File: src/rtl/ex_stage.sv
// Execute stage: ALU, address/branch unit and the EX/MEM register.
// Issues a one-cycle PC redirect and squashes the following wrong-path slot.
module ex_stage #(
   parameter int NBITS = 32
) (
   input  logic             i_clk,
   input  logic             i_rst,
   input  logic             i_valid,
   input  logic             i_stall,
   input  logic             i_flush,
   input  logic [NBITS-1:0] i_pc,
   input  logic [4:0]       i_rd,
   input  logic [4:0]       i_rt,
   input  logic [25:0]      i_addr_offset,
   input  logic             i_flg_equal,
   input  logic             i_flg_mem_op,
   input  logic             i_flg_mem_type,
   input  logic [1:0]       i_flg_mem_size,
   input  logic             i_flg_unsign,
   input  logic [1:0]       i_ALU_dst,
   input  logic [3:0]       i_ALU_opcode,
   input  logic             i_AGU_dst,
   input  logic [2:0]       i_AGU_opcode,
   input  logic             i_flg_branch,
   input  logic             i_flg_jump,
   input  logic [NBITS-1:0] i_ALU_src_A,
   input  logic [NBITS-1:0] i_ALU_src_B,
   input  logic [NBITS-1:0] i_AGU_src_addr,
   output logic             o_valid,
   output logic             o_reg_write,
   output logic [4:0]       o_wr_reg,
   output logic [NBITS-1:0] o_alu_result,
   output logic [NBITS-1:0] o_mem_addr,
   output logic [NBITS-1:0] o_store_data,
   output logic             o_flg_mem_op,
   output logic             o_flg_mem_type,
   output logic [1:0]       o_flg_mem_size,
   output logic             o_flg_unsign,
   output logic             o_AGU_dst,
   output logic             o_redirect,
   output logic [NBITS-1:0] o_redirect_pc
);

   logic [NBITS-1:0] sext16;
   logic [NBITS-1:0] alu_res;
   logic [NBITS-1:0] mem_addr;
   logic [NBITS-1:0] tgt;
   logic             taken;
   logic [4:0]       wr_reg;
   logic [4:0]       shamt;
   logic             squash;
   logic             eff;
   logic             wr_en;

   assign sext16 = {{16{i_addr_offset[15]}}, i_addr_offset[15:0]};
   assign shamt  = i_ALU_src_B[4:0];
   assign eff    = i_valid & ~i_flush & ~squash;
   assign wr_en  = (i_ALU_dst != 2'd3) &
                   ~(i_flg_mem_op & i_flg_mem_type);

   // ALU result for the current ID/EX operands
   always_comb begin
      alu_res = '0;
      case (i_ALU_opcode)
         4'd0:  alu_res = i_ALU_src_A + i_ALU_src_B;
         4'd1:  alu_res = i_ALU_src_A - i_ALU_src_B;
         4'd2:  alu_res = i_ALU_src_A & i_ALU_src_B;
         4'd3:  alu_res = i_ALU_src_A | i_ALU_src_B;
         4'd4:  alu_res = i_ALU_src_A ^ i_ALU_src_B;
         4'd5:  alu_res = ~(i_ALU_src_A | i_ALU_src_B);
         4'd6:  alu_res = {{(NBITS-1){1'b0}},
                          $signed(i_ALU_src_A) < $signed(i_ALU_src_B)};
         4'd7:  alu_res = {{(NBITS-1){1'b0}},
                          i_ALU_src_A < i_ALU_src_B};
         4'd8:  alu_res = i_ALU_src_A << shamt;
         4'd9:  alu_res = i_ALU_src_A >> shamt;
         4'd10: alu_res = $signed(i_ALU_src_A) >>> shamt;
         4'd11: alu_res = {i_ALU_src_B[15:0], 16'h0000};
         4'd12: alu_res = i_pc + 32'd8;
         default: alu_res = '0;
      endcase
   end

   // Branch/jump resolution and load/store address
   always_comb begin
      taken    = 1'b0;
      tgt      = '0;
      mem_addr = '0;
      case (i_AGU_opcode)
         3'd1: begin
            tgt = i_pc + 32'd4 + (sext16 << 2);
            if (i_flg_branch)
               taken = ((i_ALU_src_A == i_ALU_src_B) == i_flg_equal);
         end
         3'd2: begin
            tgt   = {i_pc[31:28], i_addr_offset, 2'b00};
            taken = i_flg_jump;
         end
         3'd3: begin
            tgt   = i_AGU_src_addr;
            taken = i_flg_jump;
         end
         3'd4: mem_addr = i_AGU_src_addr + sext16;
         default: ;
      endcase
   end

   // Destination register select
   always_comb begin
      wr_reg = 5'd0;
      case (i_ALU_dst)
         2'd0: wr_reg = i_rd;
         2'd1: wr_reg = i_rt;
         2'd2: wr_reg = 5'd31;
         default: wr_reg = 5'd0;
      endcase
   end

   // EX/MEM register, redirect pulse and wrong-path squash flag
   always_ff @(posedge i_clk or negedge i_rst) begin
      if (!i_rst) begin
         o_valid        <= 1'b0;
         o_reg_write    <= 1'b0;
         o_wr_reg       <= '0;
         o_alu_result   <= '0;
         o_mem_addr     <= '0;
         o_store_data   <= '0;
         o_flg_mem_op   <= 1'b0;
         o_flg_mem_type <= 1'b0;
         o_flg_mem_size <= '0;
         o_flg_unsign   <= 1'b0;
         o_AGU_dst      <= 1'b0;
         o_redirect     <= 1'b0;
         o_redirect_pc  <= '0;
         squash         <= 1'b0;
      end else if (i_stall) begin
         o_redirect <= 1'b0;
      end else begin
         o_valid        <= eff;
         o_reg_write    <= eff & wr_en;
         o_wr_reg       <= wr_reg;
         o_alu_result   <= alu_res;
         o_mem_addr     <= mem_addr;
         o_store_data   <= i_ALU_src_B;
         o_flg_mem_op   <= eff & i_flg_mem_op;
         o_flg_mem_type <= i_flg_mem_type;
         o_flg_mem_size <= i_flg_mem_size;
         o_flg_unsign   <= i_flg_unsign;
         o_AGU_dst      <= i_AGU_dst;
         o_redirect     <= eff & taken;
         o_redirect_pc  <= tgt;
         squash         <= eff & taken;
      end
   end

endmodule
File: config.mk
export PLATFORM = sky130hd
export DESIGN_NAME = ex_stage
export DESIGN_NICKNAME = d
export VERILOG_FILES = /design/src/rtl/ex_stage.sv
export SDC_FILE = /design/constraint.sdc
export NUM_CORES = 1
export LEC_CHECK = 0
export ABC_AREA = 1
export CORE_MARGIN = 4
export CORE_UTILIZATION = 50
export DETAILED_ROUTE_END_ITERATION = 10
export PLACE_DENSITY_LB_ADDON = 0.15
export SKIP_CTS_REPAIR_TIMING = 1
export SLEW_MARGIN = 20
export SYNTH_ARGS = -nofsm -noshare
export SYNTH_HDL_FRONTEND = slang
export SYNTH_SLANG_ARGS = --single-unit
File: constraint.sdc
create_clock -name i_clk -period 1.2 [get_ports i_clk]
set_input_delay 0.18 -clock i_clk [delete_from_list [all_inputs] [get_ports i_clk]]
set_output_delay 0.18 -clock i_clk [all_outputs]
set_load 0.02 [all_outputs]
==> out/qor.yml, run 1 <==
clock_tree:
  root_buffer: "clkbuf_16"
  htree_levels: 4
  cts.sinks: 143
  cts_made_buffers: 17
  cts.path.max_buffers: 2
floorplanning:
  rows: 74
  start_util: 0.5082
  fp.dieW_um: 212.4
  fp.dieH_um: 212.4
  num_io_pins: 329
synthesis:
  synthTopCellsByCount: "nand2_1 (1325), nand3_1 (501), inv_1 (383)"
  synth_cells: 3723
  synth.yosys.seq_area_share: 0.1713
  syn_area_um2: 20890
  ys_ff_latch: 143
  yosysTopAreaCell: "nand2_1"
  avgSynthCellArea_um2: 5.612
  async_reset_ff_frac: 1.000
  synth_edf_count: 0
  synthDistinctLibCells: 53
  syn_nets: 4100
  synth_area_leaders: "nand2_1 (24%), dfrtp_1 (17%), nand3_1 (12%)"
  synth_top_area_share: 0.2380
  yosysWarnings: 0
  synth.most_common_cell: "nand2_1"
  synthFlopType: "dfrtp_1"
outcome:
  error_line: "[ERROR GRT-0232] Routing congestion too high. Check the congestion heatmap in the GUI."
  status: "stopped before the end"
  stop_stage: "global routing (5_1_grt)"
timing:
  grt-worst-endpoint: "o_redirect_pc[27]$_DFFE_PN0N_/D"
  worst-ep-kind: "register input"
placed_design:
  dpl.hpwl_mm: 100.3
  routabilityCongestion: 1.177
  io_buffer_count: 328
  post_dp_cell_area_um2: 32370
global_routing:
  grt-ovfl-total: 6138
  grt_max_degree: 57
  track_usage: 1.096
[kinds of logic after synthesis]
kind of cell / share of synthesized area
DFF: 0.1713
AOI/OAI and AO/OA: 0.1431
buffers and inverters: 0.1002
muxes: 0.0004791
and+or+nand+nor: 0.4655
adders and majority gates: 0.1152
xor gates and xnor gates: 0.004192
[layer usage]
metal,global-route usage,overflow
met5,0.6649,13
met4,1.186,1013
met3,0.8181,113
met2,1.522,4875
met1,0.9138,124
[metrics by stage]
step,worst slack [ns],util,hold slack (ns),instances
floorplan,-0.7688,-,-0.1156,3723
global placement,-1.807,0.7873,0.04521,5272
detailed placement,-1.827,0.7873,0.04504,5272
CTS,-1.337,0.8020,-0.4618,5304
==> run 2, diff against run 1 <==
--- a/config.mk
+++ b/config.mk
@@ -7,7 +7,7 @@
 export LEC_CHECK = 0
 export ABC_AREA = 1
 export CORE_MARGIN = 4
-export CORE_UTILIZATION = 50
+export CORE_UTILIZATION = 35
 export DETAILED_ROUTE_END_ITERATION = 10
 export PLACE_DENSITY_LB_ADDON = 0.15
 export SKIP_CTS_REPAIR_TIMING = 1
==> out/qor.yml, run 2 <==
timing:
  drv_slew: 0
  slew_headroom: 0.5531
  post-route-period-util: 1.431
  setup_viol: 177
  layout_setup_ws_ns: -0.5171
  fin_skew_ns: 0.004730
  max_freq_mhz: 582.4
  hold_viol: 0
  rsz0062_at_grt: "true"
  fin_crit_ns: 1.717
  worstMarginPinSlew_ns: 0.6679
synthesis:
  synth_fa_ha_area_frac: 0.1152  # unchanged
  yosysWarnings: 0  # unchanged
  synthFlopType: "dfrtp_1"  # unchanged
  synthDistinctLibCells: 53  # unchanged
  synth-simple-area-share: 0.4655  # unchanged
  yosysTopAreaCell: "nand2_1"  # unchanged
  synth_top_family_by_area: "simple AND/OR/NAND/NOR gates"  # unchanged
  syn_nets: 4100  # unchanged
  ys_ff_latch: 143  # unchanged
  syn_area_um2: 20890  # unchanged
  async_reset_ff_frac: 1.000  # unchanged
  synthXorXnorAreaFrac: 0.004192  # unchanged
  synth_area_leaders: "nand2_1 (24%), dfrtp_1 (17%), nand3_1 (12%)"  # unchanged
  synthTopCellsByCount: "nand2_1 (1325), nand3_1 (501), inv_1 (383)"  # unchanged
  synth.yosys.seq_area_share: 0.1713  # unchanged
  muxShareOfSynthArea: 0.0004791  # unchanged
  synth_top_area_share: 0.2380  # unchanged
  synth_edf_count: 0  # unchanged
  avgSynthCellArea_um2: 5.612  # unchanged
  synth.most_common_cell: "nand2_1"  # unchanged
  synth-compound-area-share: 0.1431  # unchanged
  synth_cells: 3723  # unchanged
global_routing:
  track_usage: 0.3861
  grt_pass1_vias: 29730
  grt_max_degree: 61
  antenna_found_initial: 12
  grt_pass1_wl_mm: 183.9
  gr-usage-met3: 0.07687
  met2_usage: 0.6337
  busiest_layer: "met2"
  met1_usage: 0.4551
  grt-ovfl-total: 0
layout:
  fin_util: 0.7239
  multiInputGateArea_um2: 22680
  register_area_um2: 3585
  final_cell_mix: "nand2_1 (898), buf_4 (887), buf_6 (345)"
  areaGrowthSynthToFinish_pct: 104.5
  nNetsFinal: 5421
  fin_cells: 5836
  final_common_cell: "nand2_1"
  fill_cells: 4840
  layout-drive-gt1-share: 0.5497
power_and_ir_drop:
  ir_drop_v: 0.001156
  p_switching_uw: 14270
  internal_power_uw: 17650
  pwr-share-clk: 0.185
  pwr-share-comb: 0.636
  p_per_area_nw_per_um2: 747.2
  switching_share: 0.4471
  p_seq_frac: 0.179
  p_leak_uw: 0.02103
clock_tree:
  path_clk_slew_ns: 0.07
  clk_latency_ns: 0.49
  root_buffer: "clkbuf_16"  # unchanged
  cts.sinks: 143  # unchanged
  htree_levels: 4  # unchanged
  cts.path.max_buffers: 2  # unchanged
  cts_tree: "done"
  cts_made_buffers: 17  # unchanged
worst_setup_path:
  start_kind: "input pin"
  r2r_start: "squash"
  arrival_ns: 2.09
  worstPathMaxFanout: 4
  reg2regPathDepth: 4
  critPathKind: "input pin to register"
  end_kind: "register"
  rrSetupSlack_ns: 0.13
  r2r_end: "o_flg_mem_op"
  worstPathRequired_ns: 1.58
run:
  drv_cap: 0
outcome:
  status: "finished, violations left"  # was stopped before the end
  violations: "setup timing"
floorplanning:
  start_util: 0.3540  # was 0.5082
  fp.dieW_um: 252.3  # was 212.4 um
  core_um2: 59020
  num_io_pins: 329  # unchanged
  rows: 89  # was 74
  fp.dieH_um: 252.3  # was 212.4 um
  dieArea_um2: 63670
detailed_routing:
  avgRoutedWirePerCell_um: 23.75
  drt-total-wl_mm: 138.6
  drt-vias-per-instance: 5.562
  via_count: 32460
  drt_iter0_markers: 3268
  ant_nets: 0
  drc: 0
  drt_first_pass_iters: 5
min_path:
  min_path_type: "input pin to register"
  hold_end: "o_store_data[17]"
  hp-start: "i_ALU_src_B[17]"
  min_path_cells: 3
placed_design:
  routabilityCongestion: 1.077  # was 1.177
  dp_cells: 5615  # was 5272
  io_buffer_count: 328  # unchanged
  dpl.hpwl_mm: 108.2  # was 100.3 mm
-- run 2: cell counts after synthesis --
Identical to the previous run, type by type.
-- run 2: layout make-up --
type	count	share of cell area
multi-input combinational	3051	0.5308
sequential	143	0.08391
inverter	399	0.03945
timing repair buffer	1430	0.3080
clock buffer	20	0.01069
antenna	6	0.0003514
clock inverter	12	0.003514
tap	773	0.02264
timing repair inverter	2	0.0006443
-- run 2: stage by stage --
step	setup TNS [ns]	total power (uW)	instance area (um^2)	setup WS, ns	hold WS [ns]
after floorplan	-38.94	12510	22530	-0.7688	-0.1156
after global placement	-130.82	20570	33450	-1.862	0.1032
after detailed placement	-132.26	20560	33450	-1.863	0.1038
after CTS	-144.64	26530	34050	-1.347	-0.4321
after global routing	-41.26	33110	42710	-0.6363	0.04323
final	-33.11	31920	42720	-0.5171	0.03757
-- run 2: power by group through the flow --
stage / sequential (uW) / combinational (uW) / clock [uW]
6_report: 5720 / 20300 / 5890
5_1_grt: 5740 / 21300 / 6100
4_1_cts: 5590 / 15000 / 5960
3_5_place_dp: 5670 / 14900 / 0
3_3_place_gp: 5670 / 14900 / 0
2_1_floorplan: 6180 / 6330 / 0
-- run 2: worst max path at each step --
stage                         to  cells after the start              start  slack, ns
3_3_place_gp    o_alu_result[27]                     17    i_ALU_src_A[21]      -1.86
6_report       o_redirect_pc[24]                     14  i_addr_offset[10]      -0.52
3_5_place_dp              squash                     15    i_ALU_src_A[21]      -1.86
2_1_floorplan    o_alu_result[0]                     22     i_ALU_src_B[2]      -0.77
4_1_cts                   squash                     14    i_ALU_src_A[22]      -1.35
5_1_grt        o_redirect_pc[19]                     15           i_pc[10]      -0.64
-- run 2: metal layers --
metal,vias to the layer above,wire (um)
li1,14920,-
met1,15250,50410
met2,1701,62680
met3,587,12140
met4,8,13350
met5,-,41
-- run 2: kinds of logic after synthesis --
| family | count (synthesis) |
|---|---|
| muxes | 1 |
| and+or+nand+nor | 2324 |
| xor gates and xnor gates | 10 |
| adders and majority gates | 190 |
| buffers and inverters | 529 |
| AOI/OAI and AO/OA | 526 |
| DFF | 143 |
-- run 2: critical path, stage by stage --
cell and delay (ns):
dlymetal6s2s_1 0.21, ha_4 0.25, ha_4 0.29, nand2_2 0.09
nor2_2 0.17, inv_1 0.12, o21ai_0 0.23, nand2_1 0.14
nand3_1 0.10, nand2_1 0.06, nand3_2 0.08, nand2_2 0.05
nand2_1 0.06, nand2_1 0.04
Power figures use the tool's default switching activity.
